$ cat src/rtl/escaner_teclado_4x4_if.sv
// Keypad scanner bus: column sense in, row drive and decoded key out.
interface escaner_teclado_4x4_if;
    logic [3:0] i_Columnas;
    logic [3:0] o_Filas;
    logic [3:0] o_Tecla;
    logic       o_Valida;
    logic       o_Presionada;

    modport slave (
        input  i_Columnas,
        output o_Filas,
        output o_Tecla,
        output o_Valida,
        output o_Presionada
    );

    modport master (
        output i_Columnas,
        input  o_Filas,
        input  o_Tecla,
        input  o_Valida,
        input  o_Presionada
    );
endinterface

$ cat src/rtl/escaner_teclado_4x4.sv
// 4x4 matrix keypad scanner with debounce and ghost-key rejection.
// Optional auto-repeat while held: define ESCANER_REPETICION_EN.
module escaner_teclado_4x4 #(
    parameter int CLK_DIV   = 50000,
    parameter int DEB_TICKS = 20,
    parameter int REP_TICKS = 250
) (
    input  logic                  i_Clk,
    input  logic                  i_Rst,
    escaner_teclado_4x4_if.slave  bus
);

    localparam int DIV_W = (CLK_DIV > 2) ? $clog2(CLK_DIV) : 1;

    typedef enum logic [1:0] {
        BARRIDO    = 2'd0,
        REBOTE     = 2'd1,
        SOSTENIDA  = 2'd2,
        LIBERACION = 2'd3
    } t_estado;

    logic [DIV_W-1:0] r_Div;
    logic             w_Tick;
    logic [3:0]       r_Sync1, r_Sync2;

    t_estado    r_Estado, w_EstadoSig;
    logic [1:0] r_Fila, w_FilaSig;
    logic [1:0] r_Col, w_ColSig;
    logic [3:0] r_Patron, w_PatronSig;
    logic [7:0] r_Cnt, w_CntSig;
    logic [3:0] r_Tecla, w_TeclaSig;
    logic       r_Valida, w_ValidaSig;
    logic       r_Presionada, w_PresSig;
    logic [3:0] r_Filas;

`ifdef ESCANER_REPETICION_EN
    localparam int REP_W = $clog2(REP_TICKS + 1);
    logic [REP_W-1:0] r_Rep, w_RepSig;
`endif

    // Exactly one active-low column; anything else is idle or ghosting.
    function automatic logic f_un_bajo(input logic [3:0] cols);
        return ($countones(~cols) == 1);
    endfunction

    function automatic logic [1:0] f_col_idx(input logic [3:0] cols);
        logic [1:0] idx;
        idx = 2'd0;
        for (int i = 0; i < 4; i++) begin
            if (!cols[i]) idx = 2'(i);
        end
        return idx;
    endfunction

    assign w_Tick = (r_Div == DIV_W'(CLK_DIV - 1));

    always_ff @(posedge i_Clk or posedge i_Rst) begin
        if (i_Rst) begin
            r_Div   <= '0;
            r_Sync1 <= 4'hF;
            r_Sync2 <= 4'hF;
        end else begin
            r_Div   <= w_Tick ? '0 : r_Div + 1'b1;
            r_Sync1 <= bus.i_Columnas;
            r_Sync2 <= r_Sync1;
        end
    end

    always_ff @(posedge i_Clk or posedge i_Rst) begin
        if (i_Rst) begin
            r_Estado     <= BARRIDO;
            r_Fila       <= 2'd0;
            r_Col        <= 2'd0;
            r_Patron     <= 4'hF;
            r_Cnt        <= 8'd0;
            r_Tecla      <= 4'd0;
            r_Valida     <= 1'b0;
            r_Presionada <= 1'b0;
            r_Filas      <= 4'b1110;
`ifdef ESCANER_REPETICION_EN
            r_Rep        <= '0;
`endif
        end else begin
            r_Estado     <= w_EstadoSig;
            r_Fila       <= w_FilaSig;
            r_Col        <= w_ColSig;
            r_Patron     <= w_PatronSig;
            r_Cnt        <= w_CntSig;
            r_Tecla      <= w_TeclaSig;
            r_Valida     <= w_ValidaSig;
            r_Presionada <= w_PresSig;
            r_Filas      <= ~(4'b0001 << w_FilaSig);
`ifdef ESCANER_REPETICION_EN
            r_Rep        <= w_RepSig;
`endif
        end
    end

    always_comb begin
        w_EstadoSig = r_Estado;
        w_FilaSig   = r_Fila;
        w_ColSig    = r_Col;
        w_PatronSig = r_Patron;
        w_CntSig    = r_Cnt;
        w_TeclaSig  = r_Tecla;
        w_ValidaSig = 1'b0;
        w_PresSig   = r_Presionada;
`ifdef ESCANER_REPETICION_EN
        w_RepSig    = r_Rep;
`endif
        if (w_Tick) begin
            case (r_Estado)
                BARRIDO: begin
                    if (f_un_bajo(r_Sync2)) begin
                        w_ColSig    = f_col_idx(r_Sync2);
                        w_PatronSig = r_Sync2;
                        w_CntSig    = 8'd0;
                        w_EstadoSig = REBOTE;
                    end else begin
                        w_FilaSig = r_Fila + 2'd1;
                    end
                end
                REBOTE: begin
                    if (r_Sync2 == r_Patron) begin
                        w_CntSig = r_Cnt + 8'd1;
                        if (r_Cnt + 8'd1 == 8'(DEB_TICKS)) begin
                            w_TeclaSig  = {r_Fila, r_Col};
                            w_ValidaSig = 1'b1;
                            w_PresSig   = 1'b1;
                            w_EstadoSig = SOSTENIDA;
`ifdef ESCANER_REPETICION_EN
                            w_RepSig    = '0;
`endif
                        end
                    end else begin
                        w_FilaSig   = r_Fila + 2'd1;
                        w_EstadoSig = BARRIDO;
                    end
                end
                SOSTENIDA: begin
                    if (r_Sync2 == 4'hF) begin
                        w_CntSig    = 8'd0;
                        w_EstadoSig = LIBERACION;
                    end else begin
`ifdef ESCANER_REPETICION_EN
                        if (r_Rep == REP_W'(REP_TICKS - 1)) begin
                            w_RepSig    = '0;
                            w_ValidaSig = 1'b1;
                        end else begin
                            w_RepSig = r_Rep + 1'b1;
                        end
`endif
                    end
                end
                LIBERACION: begin
                    if (r_Sync2 == 4'hF) begin
                        w_CntSig = r_Cnt + 8'd1;
                        if (r_Cnt + 8'd1 == 8'(DEB_TICKS)) begin
                            w_PresSig   = 1'b0;
                            w_CntSig    = 8'd0;
                            w_FilaSig   = r_Fila + 2'd1;
                            w_EstadoSig = BARRIDO;
                        end
                    end else begin
                        // Release glitch: resume holding, repeat cadence restarts.
                        w_EstadoSig = SOSTENIDA;
`ifdef ESCANER_REPETICION_EN
                        w_RepSig    = '0;
`endif
                    end
                end
                default: w_EstadoSig = BARRIDO;
            endcase
        end
    end

    assign bus.o_Filas      = r_Filas;
    assign bus.o_Tecla      = r_Tecla;
    assign bus.o_Valida     = r_Valida;
    assign bus.o_Presionada = r_Presionada;

endmodule

$ cat src/flat_wrapper.sv
// flat-port wrapper written by rule: the top's interface ports become plain ports
module escaner_teclado_4x4_flat 
#(
    parameter int CLK_DIV   = 50000,
    parameter int DEB_TICKS = 20,
    parameter int REP_TICKS = 250
)
  (i_Clk, i_Rst, bus_i_Columnas, bus_o_Filas, bus_o_Tecla, bus_o_Valida, bus_o_Presionada);
  escaner_teclado_4x4_if bus_i ();
  input  logic i_Clk;
  input  logic i_Rst;
  input wire logic [$bits(bus_i.i_Columnas)-1:0] bus_i_Columnas;
  output wire logic [$bits(bus_i.o_Filas)-1:0] bus_o_Filas;
  output wire logic [$bits(bus_i.o_Tecla)-1:0] bus_o_Tecla;
  output wire logic [$bits(bus_i.o_Valida)-1:0] bus_o_Valida;
  output wire logic [$bits(bus_i.o_Presionada)-1:0] bus_o_Presionada;
  assign bus_i.i_Columnas = bus_i_Columnas;
  assign bus_o_Filas = bus_i.o_Filas;
  assign bus_o_Tecla = bus_i.o_Tecla;
  assign bus_o_Valida = bus_i.o_Valida;
  assign bus_o_Presionada = bus_i.o_Presionada;
  escaner_teclado_4x4 #(.CLK_DIV(CLK_DIV), .DEB_TICKS(DEB_TICKS), .REP_TICKS(REP_TICKS)) u_core (.i_Clk(i_Clk), .i_Rst(i_Rst), .bus(bus_i));
endmodule
$ cat config.mk
export PLATFORM = sky130hd
export DESIGN_NAME = escaner_teclado_4x4_flat
export DESIGN_NICKNAME = d
export VERILOG_FILES = /design/src/rtl/escaner_teclado_4x4_if.sv /design/src/rtl/escaner_teclado_4x4.sv /design/src/flat_wrapper.sv
export SDC_FILE = /design/constraint.sdc
export NUM_CORES = 1
export LEC_CHECK = 0
export CAP_MARGIN = 20
export CORE_MARGIN = 2
export CORE_UTILIZATION = 40
export CTS_CLUSTER_SIZE = 24
export DETAILED_ROUTE_END_ITERATION = 10
export HOLD_SLACK_MARGIN = 0.02
export RECOVER_POWER = 50
export SLEW_MARGIN = 30
export SYNTH_ARGS = -nofsm -noshare
export SYNTH_HDL_FRONTEND = slang
export SYNTH_SLANG_ARGS = --single-unit
$ cat constraint.sdc
create_clock -name i_Clk -period 7.2 [get_ports i_Clk]
set_input_delay 1.44 -clock i_Clk [delete_from_list [all_inputs] [get_ports i_Clk]]
set_output_delay 1.44 -clock i_Clk [all_outputs]
set_load 0.01 [all_outputs]
# After elaboration in Yosys (flattened, before gate mapping)
# Cells that the tools add are included.
[classes] add_sub_neg=6 eq_ne=16 shift=1 mux=32 n_bitwise=2 reduce_logical=7
[ops] cell="$mux W8" n=5
[ops] cell="$add A32 B32 Y32" n=1
[ops] cell="$eq A32 B2 Y1 const B" n=1
[ops] cell="$pmux W8 S4" n=1
[ops] cell="$mux W2" n=13
[ops] cell="$add A16 B1 Y16 const B" n=1
[ops] cell="$eq A16 B16 Y1 const B" n=1
[ops] cell="$mux W16" n=1
[ops] cell="$ne A2 B1 Y1 const B" n=6
[ops] cell="$reduce_and A5 Y1" n=2
[ops] cell="$mux W1" n=9
[ops] cell="$add A8 B1 Y8 const B" n=1
[ops] cell="$eq A8 B5 Y1 const B" n=1
[ops] cell="$not A4 Y4" n=2
[ops] cell="$pmux W2 S4" n=1
[ops] cell="$pmux W2 S3" n=1
[ops] cell="$reduce_and A6 Y1" n=1
[ops] cell="$add A1 B1 Y2" n=2
[ops] cell="$eq A2 B2 Y1 const B" n=2
[ops] cell="$eq A4 B4 Y1" n=1
[ops] cell="$eq A4 B4 Y1 const B" n=1
[ops] cell="$reduce_and A4 Y1" n=1
[ops] cell="$shl A1 B2 Y4 const A" n=1
[ops] cell="$ne A3 B2 Y1 const B" n=1
[ops] cell="other kinds (7)" n=7
[totals] ff_bits=52 inputBits=6 output_inout_bits=10 word_cells=76

# Logic depth before layout (Yosys ltp)
# Gate-level depths: netlist of run 1.
[depth] ltp_word=9 depth_mapped=11 ltp_nobuf=11

# Worst setup path before layout of run 1
# No wires, ideal clock.
[synth_timing] path_kind="register -> register" startpoint="register u_core.r_Sync2[0]" endpoint="register u_core.r_Filas[1], in the netlist u_core.bus.o_Filas[1]" setup_ns=0.088 arrival_ns=2.645 required_ns=7.112 slack_ns=4.467 stages_incl_launch_ff=12 n_path_buf=0 period_less_slack_ns=2.733 path_cell_list="dfstp_2 > inv_1 > ha_1 > ha_1 > inv_1 > fa_1 > nand3_1 > nor2_1 > a21oi_1 > mux2i_1 > o2111ai_1 > or3_1"
[synth_between] elab_chain_cells=9 elab_cells_between_ends=13 classes_between="add/sub (2); eq/ne (3); shift (1); mux (5); bitwise (2)"
[synth_rtl] item="start, declared" line_no="escaner_teclado_4x4.sv:24" source="logic [3:0] r_Sync1, r_Sync2;"
[synth_rtl] item="start signal, assigned" line_no="escaner_teclado_4x4.sv:65" source="r_Sync2 <= r_Sync1;"
[synth_rtl] item="$not A4 Y4" line_no="escaner_teclado_4x4.sv:43" source="return ($countones(~cols) == 1);"
[synth_rtl] item="$add A1 B1 Y2 (not written as such)" line_no="escaner_teclado_4x4.sv:43"
[synth_rtl] item="$add A32 B32 Y32 (not written as such)" line_no="escaner_teclado_4x4.sv:43"
[synth_rtl] item="$eq A32 B2 Y1" line_no="escaner_teclado_4x4.sv:43"
[synth_rtl] item="$mux W2" line_no="escaner_teclado_4x4.sv:114" source="if (f_un_bajo(r_Sync2)) begin"
[synth_rtl] item="$pmux W2 S3 (*)" line_no="escaner_teclado_4x4.sv:112" source="case (r_Estado)"
[synth_rtl] item="$mux W2 (*)" line_no="escaner_teclado_4x4.sv:111" source="if (w_Tick) begin"
[synth_rtl] item="named net u_core.w_FilaSig[1]" line_no="escaner_teclado_4x4.sv:27" source="logic [1:0] r_Fila, w_FilaSig;"
[synth_rtl] item="$shl A1 B2 Y4 (*)" line_no="escaner_teclado_4x4.sv:92" source="r_Filas <= ~(4'b0001 << w_FilaSig);"
[synth_rtl] item="$not A4 Y4 (*)" line_no="escaner_teclado_4x4.sv:92"
[synth_rtl] item="end signal, assigned" line_no="escaner_teclado_4x4.sv:92"
[synth_rtl] item="end, declared" line_no="escaner_teclado_4x4.sv:34" source="logic [3:0] r_Filas;"
# Mark *: on every way through the listed nets, which the timed path passes. The rest lies on a longest branch.
# A chain may end at the register's enable or synchronous reset.

==> results of run 1 <==
==> worst reg2reg max path: stages (launching register included) <==
cell and delay (ns):
dfstp_2 0.56, inv_1 0.06, ha_1 0.30, ha_1 0.19
inv_1 0.06, fa_1 0.41, nand3_1 0.14, nor2_1 0.05
a21oi_1 0.38, mux2i_1 0.25, o2111ai_1 0.24, or3_1 0.38
==> layout make-up <==
type / instances / area (µm²)
Timing Repair Buffer: 16 / 154
Fill cell: 579 / 3400
Multi-Input combinational cell: 171 / 1170
Clock buffer: 6 / 93.8
Clock inverter: 2 / 11.3
Sequential cell: 52 / 1320
Tap cell: 77 / 96.3
Inverter: 10 / 37.5
==> synthesized netlist by cell type, types with 3 or more instances <==
library cell | instances | share of area
nor4_1 | 4 | 0.0098
nand2_1 | 22 | 0.032
a21oi_1 | 4 | 0.0078
mux2_4 | 4 | 0.024
inv_1 | 10 | 0.015
xnor2_1 | 8 | 0.027
ha_1 | 8 | 0.039
nor2_1 | 19 | 0.028
nand3_1 | 17 | 0.033
nand4_1 | 6 | 0.015
o21ai_0 | 3 | 0.0059
and3_1 | 7 | 0.017
dfstp_2 | 15 | 0.15
clkbuf_1 | 7 | 0.010
a211o_1 | 3 | 0.010
o21ai_1 | 13 | 0.025
xor2_1 | 12 | 0.041
dfrtp_1 | 37 | 0.36
and2_1 | 3 | 0.0073
o31ai_1 | 3 | 0.0088
==> path summary, 6_finish.rpt <==
kind	cells past startpoint	slack (ns)	end
min in group asynchronous	3	2.60	u_core.bus.o_Filas[0]
max in group i_Clk	11	4.10	u_core.bus.o_Filas[1]
setup reg to reg	11	4.10	u_core.bus.o_Filas[1]
hold reg to reg	0	0.36	u_core.r_Sync2[0]
setup / recovery	3	3.08	u_core.bus.o_Presionada
hold / removal	0	0.36	u_core.r_Sync2[0]
==> per-layer routing <==
metal,global-route usage,up-vias,routed length (µm)
li1,-,884,-
met1,0.210,829,2300
met2,0.216,34,2030
met3,0.0396,10,202
met4,0.0513,0,86
met5,0,-,0
==> flip-flops by register name, summed over array words and instances (netlist names), 4 cells and up <==
register,cells
u_core.r_Sync2,4
u_core.r_Sync1,4
u_core.r_Cnt,8
u_core.r_Patron,4
u_core.bus.o_Filas,4
u_core.bus.o_Tecla,4
u_core.r_Div,16
==> power by group through the flow <==
| stage | clock [µW] | combinational, µW | sequential (µW) |
|---|---|---|---|
| global placement | 0 | 20.6 | 303 |
| finish | 185 | 19.5 | 298 |
| detailed placement | 0 | 21.0 | 303 |
| global route | 204 | 23.0 | 298 |
| floorplan | 0 | 13.7 | 303 |
| CTS | 193 | 21.1 | 298 |
==> kinds of logic (layout without fill, tap and decap cells) <==
kind of cell / Yosys count / count (layout)
AND/OR/NAND/NOR: 92 / 92
flip-flops: 52 / 52
AO/OA/AOI/OAI: 41 / 41
XOR/XNOR: 21 / 21
buffers and inverters: 18 / 34
adder cells (fa/ha/maj): 9 / 9
multiplexers: 8 / 8
==> per-stage QoR <==
step           std cells  area [µm²]
4_1_cts              334        2880
6_report             334        2880
3_3_place_gp         326        2780
5_1_grt              334        2880
2_1_floorplan        241        2550
3_5_place_dp         326        2780
==> impl_results.rst, run 1 <==
.. list-table::
   :header-rows: 1

   * - Metric
     - Value
   * - Maximum capacitance violations
     - 1
   * - Sequential cell area fraction in the yosys report
     - 0.517
   * - Clock network latency to the later pin of the worst-skew pair
     - roughly 0.3 ns
   * - Via count of the first global-routing pass
     - around 1800
   * - Width of the die
     - approximately 84 µm
   * - Iteration-0 DRC Markers
     - ~170
   * - Start point of the worst min-delay path
     - u_core.r_Sync1[0]
   * - Worst Path Buf+Inv
     - 3
   * - Yosys Warn Count
     - 0
   * - Hold buffer count at CTS
     - 0
   * - Number of enable flip-flop cells after synthesis
     - 0
   * - Largest voltage drop on the vdd net
     - 0.0910 mV
   * - Hold_ws
     - 0.360 ns
   * - I/O pin count
     - 16
   * - Dominant synthesized flop cell
     - dfrtp_1
   * - Final number of setup-violating endpoints
     - 0
   * - Relative area change from synthesis to final layout
     - 12.7%
   * - Post-layout net count
     - roughly 270
   * - Complex-gate fraction of the synthesized area
     - 0.110
   * - HPWL after detailed placement
     - about 3200 µm
   * - Accumulated negative setup slack
     - 0 ns
   * - Crit. Startpoint
     - i_Rst
   * - Number of clock buffers inserted by TritonCTS
     - 5
   * - Signal arrival time at the worst endpoint
     - slightly below 4 ns
   * - Multiplexer fraction of the synthesized cell area
     - 0.0402
   * - Start-to-end type of the worst setup path
     - in2async
   * - Largest net degree at the start of global routing
     - 53
   * - Synthesized Nets
     - 256
   * - Core area
     - 6280 µm²
   * - WL per Instance
     - 13.8 µm
   * - FF+latch count, synth
     - between 50 and 60
   * - Cell area after synthesis
     - 2550 µm²
   * - CP max stage delay
     - between 1.5 and 2 ns
   * - RSZ-0062 raised after global routing
     - false
   * - Clock-pin slew reported for the worst setup and hold paths after clock tree synthesis
     - around 0.09 ns
   * - Final Hold Vio Count
     - 0
   * - CTS H-tree lvls
     - 2
   * - Wire length of the first global-routing pass
     - around 8400 µm
   * - Portion of total power attributed to the clock network
     - 0.369
   * - Synthesized area per cell
     - approximately 11 µm²
   * - Post-synthesis adder-cell area fraction
     - 0.0470
   * - Final core utilization
     - 0.459
   * - Min Clock Period, post-route
     - approximately 4.1 ns
   * - Total die area
     - just over 7000 µm²
   * - Most common library cell in the layout ignoring fill and taps
     - dfrtp_1
   * - Main combinational cell family by area after synthesis
     - simple AND/OR/NAND/NOR gates
   * - Net switching share of the total power
     - 0.220
   * - Ratio of cells with drive above 1 in the final layout
     - 0.121
   * - Sequence of cells on the critical path
     - dlygate4sd3_1 > clkinv_1 > clkbuf_1
   * - Data required, critical path
     - around 7.0 ns
   * - Root buf cell
     - clkbuf_8
   * - Gate Count Post-Synth
     - 241
   * - Post-CTS setup buffer count
     - 0
   * - Antenna viol nets, final
     - 0
   * - Run status
     - finished with violations
   * - Violated checks
     - max-capacitance violations, max-slew violations
   * - Slew Viols, Final
     - between 50 and 60
   * - Worst min-delay path class
     - reg2reg
   * - Actual transition at the worst max-transition pin
     - between 2 and 3 ns
   * - Sort of element at the end of the critical path
     - async pin
   * - NetSw
     - approximately 110 µW
   * - Leakage power figure
     - around 0.0013 µW
   * - Antenna violations before repair
     - 0
   * - Highest-count cells in the layout ignoring fill and taps
     - dfrtp_1, nand2_1, nor2_1, nand3_1, dfstp_2
   * - GRT Total Usage
     - 0.147
   * - DR vias
     - between 1500 and 2000
   * - Count of different cell masters after synthesis
     - 49
   * - XOR/XNOR Fraction of Synth Area
     - 0.0749
   * - Antenna fix cells
     - 0
   * - Die span in y
     - 83.9 µm
   * - First drt pass iteration count
     - 4
   * - TritonCTS clock tree
     - done
   * - Simple-gate area share of the yosys netlist
     - 0.184
   * - Power density over cell area
     - around 170 nW/µm²
   * - Share of total power in combinational logic
     - 0.039
   * - Global route overflow
     - 0
   * - DRC Markers
     - 0
   * - Dpl ws
     - between 4 and 5 ns
   * - Family with the most delay on the worst path
     - buffers and inverters
   * - Max FO, Critical Path
     - 52
   * - Normalized max-slew margin
     - -0.815
   * - Final setup skew
     - 0.00661 ns
   * - Part of the cycle the worst path needs
     - 0.573
   * - TritonCTS Sinks
     - between 50 and 60
   * - Number of instances resized during post-cts repair
     - 0
   * - Internal power component
     - 392 µW
   * - Final weighted congestion of routability-driven global placement
     - roughly 0.86
   * - Post-synth ARST share
     - 1.00
   * - Overall power
     - 503 µW
   * - Number of buffers on the longest clock path
     - 2
   * - Sequential power share
     - 0.592
   * - Average via count per standard cell
     - around 5.3
   * - Start of the worst register-to-register path
     - u_core.r_Sync2[0]
   * - Achievable frequency
     - around 240 MHz
   * - CP Launch Type
     - input pin
   * - Initial Util
     - 0.407
   * - Count of port buffers added during placement
     - 15
   * - Post-layout worst setup margin
     - just over 3 ns
   * - Aggregate routed wire length
     - roughly 4600 µm
   * - Worst path slowest cell
     - clkbuf_1
   * - Row cnt
     - 29
Power figures use the tool's default switching activity.
==> inputs of run 2 (changes only) <==
==> constraint.sdc (replaced) <==
create_clock -name i_Clk -period 3.9 [get_ports i_Clk]
set_input_delay 0.78 -clock i_Clk [delete_from_list [all_inputs] [get_ports i_Clk]]
set_output_delay 0.78 -clock i_Clk [all_outputs]
set_load 0.01 [all_outputs]
==> run 2 against run 1 <==
Effect of this change:
- the flow now finishes without violations
- first-iteration DRC count is 22% lower
- sequential power up 85%
- final area fell by 0.22%
- via count is 1.3% lower
- clock skew fell by 0.0038 ns
- clock power is 71% higher
- final cell count up 0.30%
==> impl_results.rst, run 2 (synthesis gave the netlist of run 1 again) <==
.. list-table::
   :header-rows: 1

   * - Metric
     - Value
   * - Largest voltage drop on the vdd net
     - ~0.18 mV
   * - Root buf cell
     - clkbuf_8
   * - Hold buffer count at CTS
     - 0
   * - DRC Markers
     - 0
   * - Achievable frequency
     - 322 MHz
   * - Core area
     - approximately 6300 µm²
   * - Final core utilization
     - 0.458
   * - Fillcell total
     - roughly 590
   * - Final Hold Vio Count
     - 0
   * - Normalized max-slew margin
     - 0.326
   * - Signal arrival time at the worst endpoint
     - ~3.4 ns
   * - Hold_ws
     - between 0.3 and 0.4 ns
   * - Count of port buffers added during placement
     - 15
   * - Largest net degree at the start of global routing
     - 21
   * - Crit. Startpoint
     - u_core.r_Sync2[0]
   * - Initial Util
     - 0.407
   * - Part of the cycle the worst path needs
     - 0.796
   * - Row cnt
     - 29
   * - Leakage power figure
     - approximately 0.0013 µW
   * - Ratio of cells with drive above 1 in the final layout
     - 0.120
   * - Highest-count cells in the layout ignoring fill and taps
     - dfrtp_1, nand2_1, nor2_1, nand3_1, dfstp_2
   * - Number of standard cells in the layout, taps in and fillers out
     - around 340
   * - Min Clock Period, post-route
     - approximately 3.1 ns
   * - Power density over cell area
     - approximately 310 nW/µm²
   * - Average via count per standard cell
     - roughly 5.2
   * - RSZ-0062 raised after global routing
     - false
   * - Total die area
     - around 7000 µm²
   * - Width of the die
     - between 80 and 90 µm
   * - Via count of the first global-routing pass
     - 1677
   * - Sort of element at the end of the critical path
     - register
   * - TritonCTS clock tree
     - done
   * - TritonCTS Sinks
     - 52
   * - Clock network latency to the later pin of the worst-skew pair
     - between 0.3 and 0.4 ns
   * - GRT Total Usage
     - 0.141
   * - Overall power
     - 902 µW
   * - Worst min-delay path class
     - reg2reg
   * - Final number of setup-violating endpoints
     - 0
   * - Relative area change from synthesis to final layout
     - 12.4%
   * - Post-layout net count
     - 272
   * - Antenna viol nets, final
     - 0
   * - CTS H-tree lvls
     - 2
   * - Data required, critical path
     - just over 4 ns
   * - Die span in y
     - 83.9 µm
   * - Start point of the worst min-delay path
     - u_core.r_Sync1[3]
   * - Global route overflow
     - 0
   * - WL per Instance
     - ~13 µm
   * - Antenna violations before repair
     - 0
   * - Start-to-end type of the worst setup path
     - reg2reg
   * - Max FO, Critical Path
     - 5
   * - Maximum capacitance violations
     - 0
   * - Wire length of the first global-routing pass
     - between 8000 and 9000 µm
   * - DR vias
     - 1735
   * - Iteration-0 DRC Markers
     - 132
   * - Number of instances resized during post-cts repair
     - 0
   * - Post-CTS setup buffer count
     - 0
   * - CP Launch Type
     - register
   * - First drt pass iteration count
     - 5
   * - Run status
     - finished clean
   * - Final setup skew
     - ~0.0028 ns
   * - Clock-pin slew reported for the worst setup and hold paths after clock tree synthesis
     - around 0.09 ns
   * - Aggregate routed wire length
     - around 4500 µm
   * - Slew Viols, Final
     - 0
   * - Actual transition at the worst max-transition pin
     - 1.01 ns
   * - Largest register FFs
     - 16
   * - Register name with the most flops
     - u_core.r_Div
   * - HPWL after detailed placement
     - ~3300 µm
   * - Number of buffers on the longest clock path
     - 2
   * - Antenna fix cells
     - 0
   * - Start of the worst register-to-register path
     - u_core.r_Sync2[0]
   * - Final weighted congestion of routability-driven global placement
     - approximately 0.86
   * - Number of clock buffers inserted by TritonCTS
     - 5
   * - Accumulated negative setup slack
     - 0 ns
   * - Cell count after placement
     - ~330
   * - Regs by FF count
     - u_core.r_Div: 16 flops, u_core.r_Cnt: 8 flops
   * - Most common library cell in the layout ignoring fill and taps
     - dfrtp_1
   * - I/O pin count
     - 16
==> run 2: final cells by class <==
| type | count | area (µm²) | share of cell area |
|---|---|---|---|
| multi-input cells | 171 | 1170 | 0.406 |
| clock inverters | 3 | 26.3 | 0.00915 |
| inverters | 10 | 37.5 | 0.0131 |
| repair buffers | 17 | 158 | 0.0549 |
| clock buffers | 5 | 68.8 | 0.0240 |
| well taps | 77 | 96.3 | 0.0335 |
| flip-flops and latches | 52 | 1320 | 0.459 |
==> run 2: where the power goes <==
part | internal (µW) | switching [µW]
Sequential | 547 | 2.82
Combinational | 12.5 | 23.4
Clock | 132 | 184
Total | 692 | 210
==> run 2: stage by stage <==
step / setup WS (ns) / cell area (µm²)
final: 0.797 / 2870
after global routing: 0.617 / 2870
after CTS: 0.841 / 2880
after detailed placement: 0.857 / 2790
after global placement: 0.922 / 2790
after floorplan: 1.17 / 2550
==> run 2: worst max-delay path, stage by stage, from the launching register on <==
cell     delay [ns]
dfstp_2        0.56
inv_1          0.06
ha_1           0.29
ha_1           0.19
inv_1          0.06
fa_1           0.40
nand3_1        0.14
nor2_1         0.05
a21oi_1        0.35
nor2_1         0.08
nor4_1         0.63
or3_1          0.22
==> run 2: final timing paths <==
path / to / slack [ns] / cells after the start
min: u_core.r_Sync2[3] / 0.36 / 0
max in group asynchronous: u_core.r_Div[10] / 1.55 / 3
max reg2reg: u_core.bus.o_Filas[1] / 0.80 / 11
min in group asynchronous: u_core.bus.o_Filas[0] / 1.00 / 2
min reg2reg: u_core.r_Sync2[3] / 0.36 / 0
max: u_core.bus.o_Filas[1] / 0.80 / 11
==> run 2: metal layers <==
metal | global-route usage | up-vias | wire length (µm)
met3 | 0.0366 | 6 | 215
li1 | - | 889 | -
met1 | 0.210 | 807 | 2260
met4 | 0.0396 | 0 | 53
met5 | 0 | - | 0
met2 | 0.201 | 33 | 1940
==> inputs of run 3 (changes only) <==
==> constraint.sdc (replaced) <==
create_clock -name i_Clk -period 2.9 [get_ports i_Clk]
set_input_delay 0.58 -clock i_Clk [delete_from_list [all_inputs] [get_ports i_Clk]]
set_output_delay 0.58 -clock i_Clk [all_outputs]
set_load 0.01 [all_outputs]
==> run 3 against run 2 <==
Effect of this change:
- non-clock buffer count grew 10
- sequential power is 34% higher
- hold slack worse by 0.0060 ns
- register-to-register slack worse by 0.79 ns
- sequential cell count did not move
- clock power up 83%
- core utilization up 4.0 points
- global-route usage up 0.76 points
- clock skew increased by 0.0040 ns
- worst setup slack worse by 0.79 ns
- first-iteration DRC count rose by 14%
==> impl_results.rst, run 3 (synthesis gave the netlist of run 1 again) <==
.. list-table::
   :header-rows: 1

   * - Metric
     - Value
   * - Worst reg-to-reg setup slack
     - between 0.002 and 0.0025 ns
   * - Number of stages on the worst hold path
     - 0
   * - Overall power
     - 1400 µW
   * - Max FO, Critical Path
     - 3
   * - Core area
     - between 6000 and 7000 µm²
   * - Average via count per standard cell
     - about 5.5
   * - Leakage power figure
     - around 0.0014 µW
   * - Root buf cell
     - clkbuf_8
   * - Final weighted congestion of routability-driven global placement
     - roughly 0.81
   * - Start-to-end type of the worst setup path
     - reg2reg
   * - Clock-pin slew reported for the worst setup and hold paths after clock tree synthesis
     - 0.10 ns
   * - Crit. Startpoint
     - u_core.r_Sync2[2]
   * - Highest-count cells in the layout ignoring fill and taps
     - dfrtp_1, nand2_1, nor2_1, nand3_1, dfstp_2
   * - Largest voltage drop on the vdd net
     - 0.239 mV
   * - Instance area after placement
     - around 2900 µm²
   * - Via count of the first global-routing pass
     - about 1800
   * - Aggregate routed wire length
     - just over 5000 µm
   * - Normalized max-slew margin
     - 0.143
   * - Data required, critical path
     - around 3.1 ns
   * - Register name with the most flops
     - u_core.r_Div
   * - Initial Util
     - 0.407
   * - Antenna viol nets, final
     - 0
   * - Total die area
     - a little over 7000 µm²
   * - Actual transition at the worst max-transition pin
     - 1.29 ns
   * - Final number of setup-violating endpoints
     - 0
   * - CTS H-tree lvls
     - 2
   * - Maximum capacitance violations
     - 0
   * - Number of buffers on the longest clock path
     - 2
   * - Hold buffer count at CTS
     - 0
   * - Clock network latency to the later pin of the worst-skew pair
     - slightly above 0.3 ns
   * - TritonCTS Sinks
     - 52
   * - Antenna violations before repair
     - 0
   * - HPWL after detailed placement
     - around 3500 µm
   * - Most common library cell in the layout ignoring fill and taps
     - dfrtp_1
   * - Ratio of cells with drive above 1 in the final layout
     - 0.235
   * - Worst min-delay path class
     - reg2reg
   * - Run status
     - finished clean
   * - DR vias
     - between 1500 and 2000
   * - Row cnt
     - 29
   * - Min Clock Period, post-route
     - 2.90 ns
   * - Start point of the worst min-delay path
     - u_core.r_Sync1[2]
   * - WL per Instance
     - approximately 15 µm
   * - Global route overflow
     - 0
   * - Wire length of the first global-routing pass
     - 8420 µm
   * - Cell area after layout
     - between 3000 and 4000 µm²
   * - Post-layout net count
     - 282
   * - Post-layout worst setup margin
     - between 0.002 and 0.0025 ns
   * - Dpl ws
     - -0.0300 ns
   * - Die span in y
     - ~84 µm
   * - Relative area change from synthesis to final layout
     - 22.4%
   * - Largest net degree at the start of global routing
     - 26
   * - Slew Viols, Final
     - 0
   * - Number of clock buffers inserted by TritonCTS
     - 5
   * - Achievable frequency
     - roughly 350 MHz
   * - Sort of element at the end of the critical path
     - register
   * - I/O pin count
     - 16
   * - RSZ-0062 raised after global routing
     - true
   * - First drt pass iteration count
     - 4
   * - Width of the die
     - between 80 and 90 µm
   * - Final setup skew
     - roughly 0.0068 ns
   * - Part of the cycle the worst path needs
     - 0.999
   * - Power density over cell area
     - 448 nW/µm²
   * - Signal arrival time at the worst endpoint
     - a little over 3 ns
   * - Antenna fix cells
     - 0
   * - Final Hold Vio Count
     - 0
   * - Iteration-0 DRC Markers
     - 150
   * - Count of port buffers added during placement
     - 15
   * - TritonCTS clock tree
     - done
   * - Largest register FFs
     - 16
   * - Start of the worst register-to-register path
     - u_core.r_Sync2[2]
   * - GRT Total Usage
     - 0.148
   * - DRC Markers
     - 0
   * - CP Launch Type
     - register
   * - Cell depth of the worst flop-to-flop path
     - 13
   * - Regs by FF count
     - u_core.r_Div: 16 flops, u_core.r_Cnt: 8 flops
-- run 3: cell count changes in the layout (fill, tap and decap cells not counted), moves of 3 or more --
cell | previous run | this run
clkbuf_16 | 0 | 3
inv_2 | 0 | 5
ha_1 | 8 | 5
ha_4 | 0 | 3
inv_1 | 10 | 5
buf_4 | 0 | 10
-- run 3: timing repair --
action                                  in CTS  in global routing
setup buffers                                0                  4
resized for setup                            2                 25
endpoints found under the setup margin       2                 11
pin swaps                                    0                  7
-- run 3: critical path: stages (launching register included) --
cell and delay [ns]:
dfstp_2 0.56, inv_2 0.06, ha_4 0.26, ha_4 0.12, inv_2 0.03, fa_1 0.52
nand3_2 0.10, nor2_2 0.15, a21oi_2 0.07, buf_4 0.19, a211oi_2 0.17, buf_4 0.19
nand2_4 0.07, o41ai_4 0.31
-- run 3: worst paths after layout --
check                                              to
worst max-delay path                  u_core.r_Cnt[6]
worst min-delay path                u_core.r_Sync2[2]
worst max register to register        u_core.r_Cnt[6]
worst min register to register      u_core.r_Sync2[2]
max in group asynchronous       u_core.bus.o_Tecla[1]
min in group asynchronous             u_core.r_Div[1]
-- run 3: cell type report --
cell class	instances	area, µm²
inverter	10	37.5
sequential	52	1320
clock buffer	8	144
timing repair buffer	27	233
multi-input combinational	171	1300
fill	568	3150
tap	77	96.3
-- run 3: metrics by stage --
stage	TNS (ns)	utilization	cells	hold slack [ns]
4_1_cts	0	0.479	342	0.359
6_report	0	0.498	345	0.355
5_1_grt	-0.177	0.498	345	0.364
2_1_floorplan	0	-	241	0.345
3_3_place_gp	0	0.454	334	0.347
3_5_place_dp	-0.0318	0.454	334	0.347
-- run 3: metal layers --
| metal | global-route usage | share of wire | vias to the layer above |
|---|---|---|---|
| li1 | - | - | 900 |
| met1 | 0.209 | 0.47 | 927 |
| met2 | 0.225 | 0.47 | 51 |
| met3 | 0.0356 | 0.050 | 5 |
| met4 | 0.0484 | 0.011 | 0 |
| met5 | 0 | 0 | - |
-- run 3: report_power, final --
part	internal (µW)	total, µW	switching, µW
registers	735	738	2.91
clock network	328	578	250
logic	37.4	83.5	46.2
==> RTL edit, RTL diff (config.mk and constraints of run 3) <==
`CLK_DIV` is set to 50000 in 2 places; all go to 200000.
--- a/src/rtl/escaner_teclado_4x4.sv
+++ b/src/rtl/escaner_teclado_4x4.sv
@@ -1,7 +1,7 @@
 // 4x4 matrix keypad scanner with debounce and ghost-key rejection.
 // Optional auto-repeat while held: define ESCANER_REPETICION_EN.
 module escaner_teclado_4x4 #(
-    parameter int CLK_DIV   = 50000,
+    parameter int CLK_DIV   = 200000,
     parameter int DEB_TICKS = 20,
     parameter int REP_TICKS = 250
 ) (
--- a/src/flat_wrapper.sv
+++ b/src/flat_wrapper.sv
@@ -1,7 +1,7 @@
 // flat-port wrapper written by rule: the top's interface ports become plain ports
 module escaner_teclado_4x4_flat 
 #(
-    parameter int CLK_DIV   = 50000,
+    parameter int CLK_DIV   = 200000,
     parameter int DEB_TICKS = 20,
     parameter int REP_TICKS = 250
 )
Check against the original RTL: no difference found for any inputs over 10 cycles, from zero or initial values and one cycle with i_Rst high; that may be too few to reach the edited logic, so the function may still have changed.
==> RTL edit against run 3 <==
Cell area about the same; worst setup slack improved by 150 ps; fmax grew 5.5%; clock skew down 1.3 ps; die area increased by 5.6%; final cell count is 4.3% higher; area after synthesis up 5.9%; routed wire length down 2.8%; critical path type unchanged; clock power fell by 31%; sequential cell count is 2 higher; total power decreased by 12%; non-clock buffer count shrank 3; first-iteration DRC count shrank 62%.
==> RTL edit: results (changes against run 3) <==
Min path
The worst hold path begins at u_core.r_Sync1[3]. For hold timing, the worst endpoint is u_core.r_Sync2[3].

Drt
The wire length on met1 was 2514 µm (+4.5%). The total wire length is 4970 µm (-2.8%). The met2 wirelength from detailed routing is 2218 µm (-7.4%). The first-iteration detailed-routing DRC count was 57 (-62%).

The detailed-routed wire length on met3 came to 132 µm (-48%).

Timing
The final worst-path setup slack came to 152.6 ps (+150.3 ps). The worst hold slack after final layout is 358.4 ps (+3.800 ps).

Final layout
In the final layout, the registers with the most flip-flops are u_core.r_Div x18, u_core.r_Cnt x8. The number of cells in the finished layout apart from fillers is 360 (+4.3%). The fraction of final layout cells sized beyond drive strength 1 came to 0.2085 (-0.02659). The number of fillers in the final layout is 625 (+10%).

The final net count is 297 (+5.3%).

Global route
The total routing usage reported by global routing is 0.1513 (+0.002910). The wire length of the first global-routing pass was 9011 µm (+7.0%). The met2 routing resource usage after global routing is 0.2297 (+0.004285). The maximum number of pins on one net before global-route repair is 29 (+12%).

The via count of the first global-routing pass came to 1924 (+6.8%). The met1 track demand over resource in global routing is 0.2139 (+0.004646).

Placement
The final weighted congestion of routability-driven global placement came to 0.8116 (-0.23%). The post-placement worst setup slack is -63.03 ps (-33.01 ps). The total cell area at the placement stage is 2992 µm² (+5.0%). The detailed-placement wirelength estimate was 3567 µm (+3.3%).

Worst setup path
The worst endpoint data arrival time is 2960 ps (-150 ps). The endpoint identified for the worst register-to-register timing path is u_core.r_Cnt[7]. The highest net fanout along the worst path is 5 (+2).

Pwr
The sequential group power is 766 µW (+3.8%). The leakage power came to 0.001331 µW (-4.2%). The overall power of the completed layout is 1236 µW (-12%). The net switching power is 276.5 µW (-7.7%). The maximum vdd drop is 0.0002907 V (+22%). The clock group power was 397 µW (-31%).

CTS
The cell sitting at the root of the clock tree is a sky130_fd_sc_hd__clkbuf_8. The post-CTS resize count is 1 (-1).

Run status
The run finished with clean final reports.

Synthesis
The count of mapped cells out of synthesis is 259 (+7.5%). The net count of the mapped netlist is 274 (+7.0%). The sequential cell area fraction in the yosys report is 0.5062 (-0.01041). The post-synthesis cell type count is 51 (+4.1%). After synthesis, the cell types taking the most area are sky130_fd_sc_hd__dfrtp_1, sky130_fd_sc_hd__dfstp_2, sky130_fd_sc_hd__xor2_1.
## RTL edit: cell types whose count changed after synthesis, sizes merged, moves of 3 or more
cell,before,now
o31ai,3,6
nand3b,0,3
a31oi,1,4
nor2b,1,4
nor3,2,5
a21o,0,3
and3,7,3
nand3,17,20
## RTL edit: kinds of logic after synthesis
kind of cell               after synthesis  share of synthesized area
muxes                                    5                    0.02080
and+or+nand+nor                        102                     0.1932
DFF                                     54                     0.5062
adders and majority gates                9                    0.04438
AOI/OAI and AO/OA                       52                     0.1461
xor gates and xnor gates                20                    0.06473
buffers and inverters                   17                    0.02450
## RTL edit: area by class of cell
type,instances,area (µm²),share of cell area
Sequential cell,54,1370,0.4383
Clock inverter,2,10.01,0.003203
Timing Repair Buffer,24,215.2,0.06885
Clock buffer,6,72.57,0.02322
Tap cell,77,96.34,0.03082
Inverter,9,33.78,0.01081
Multi-Input combinational cell,188,1328,0.4247
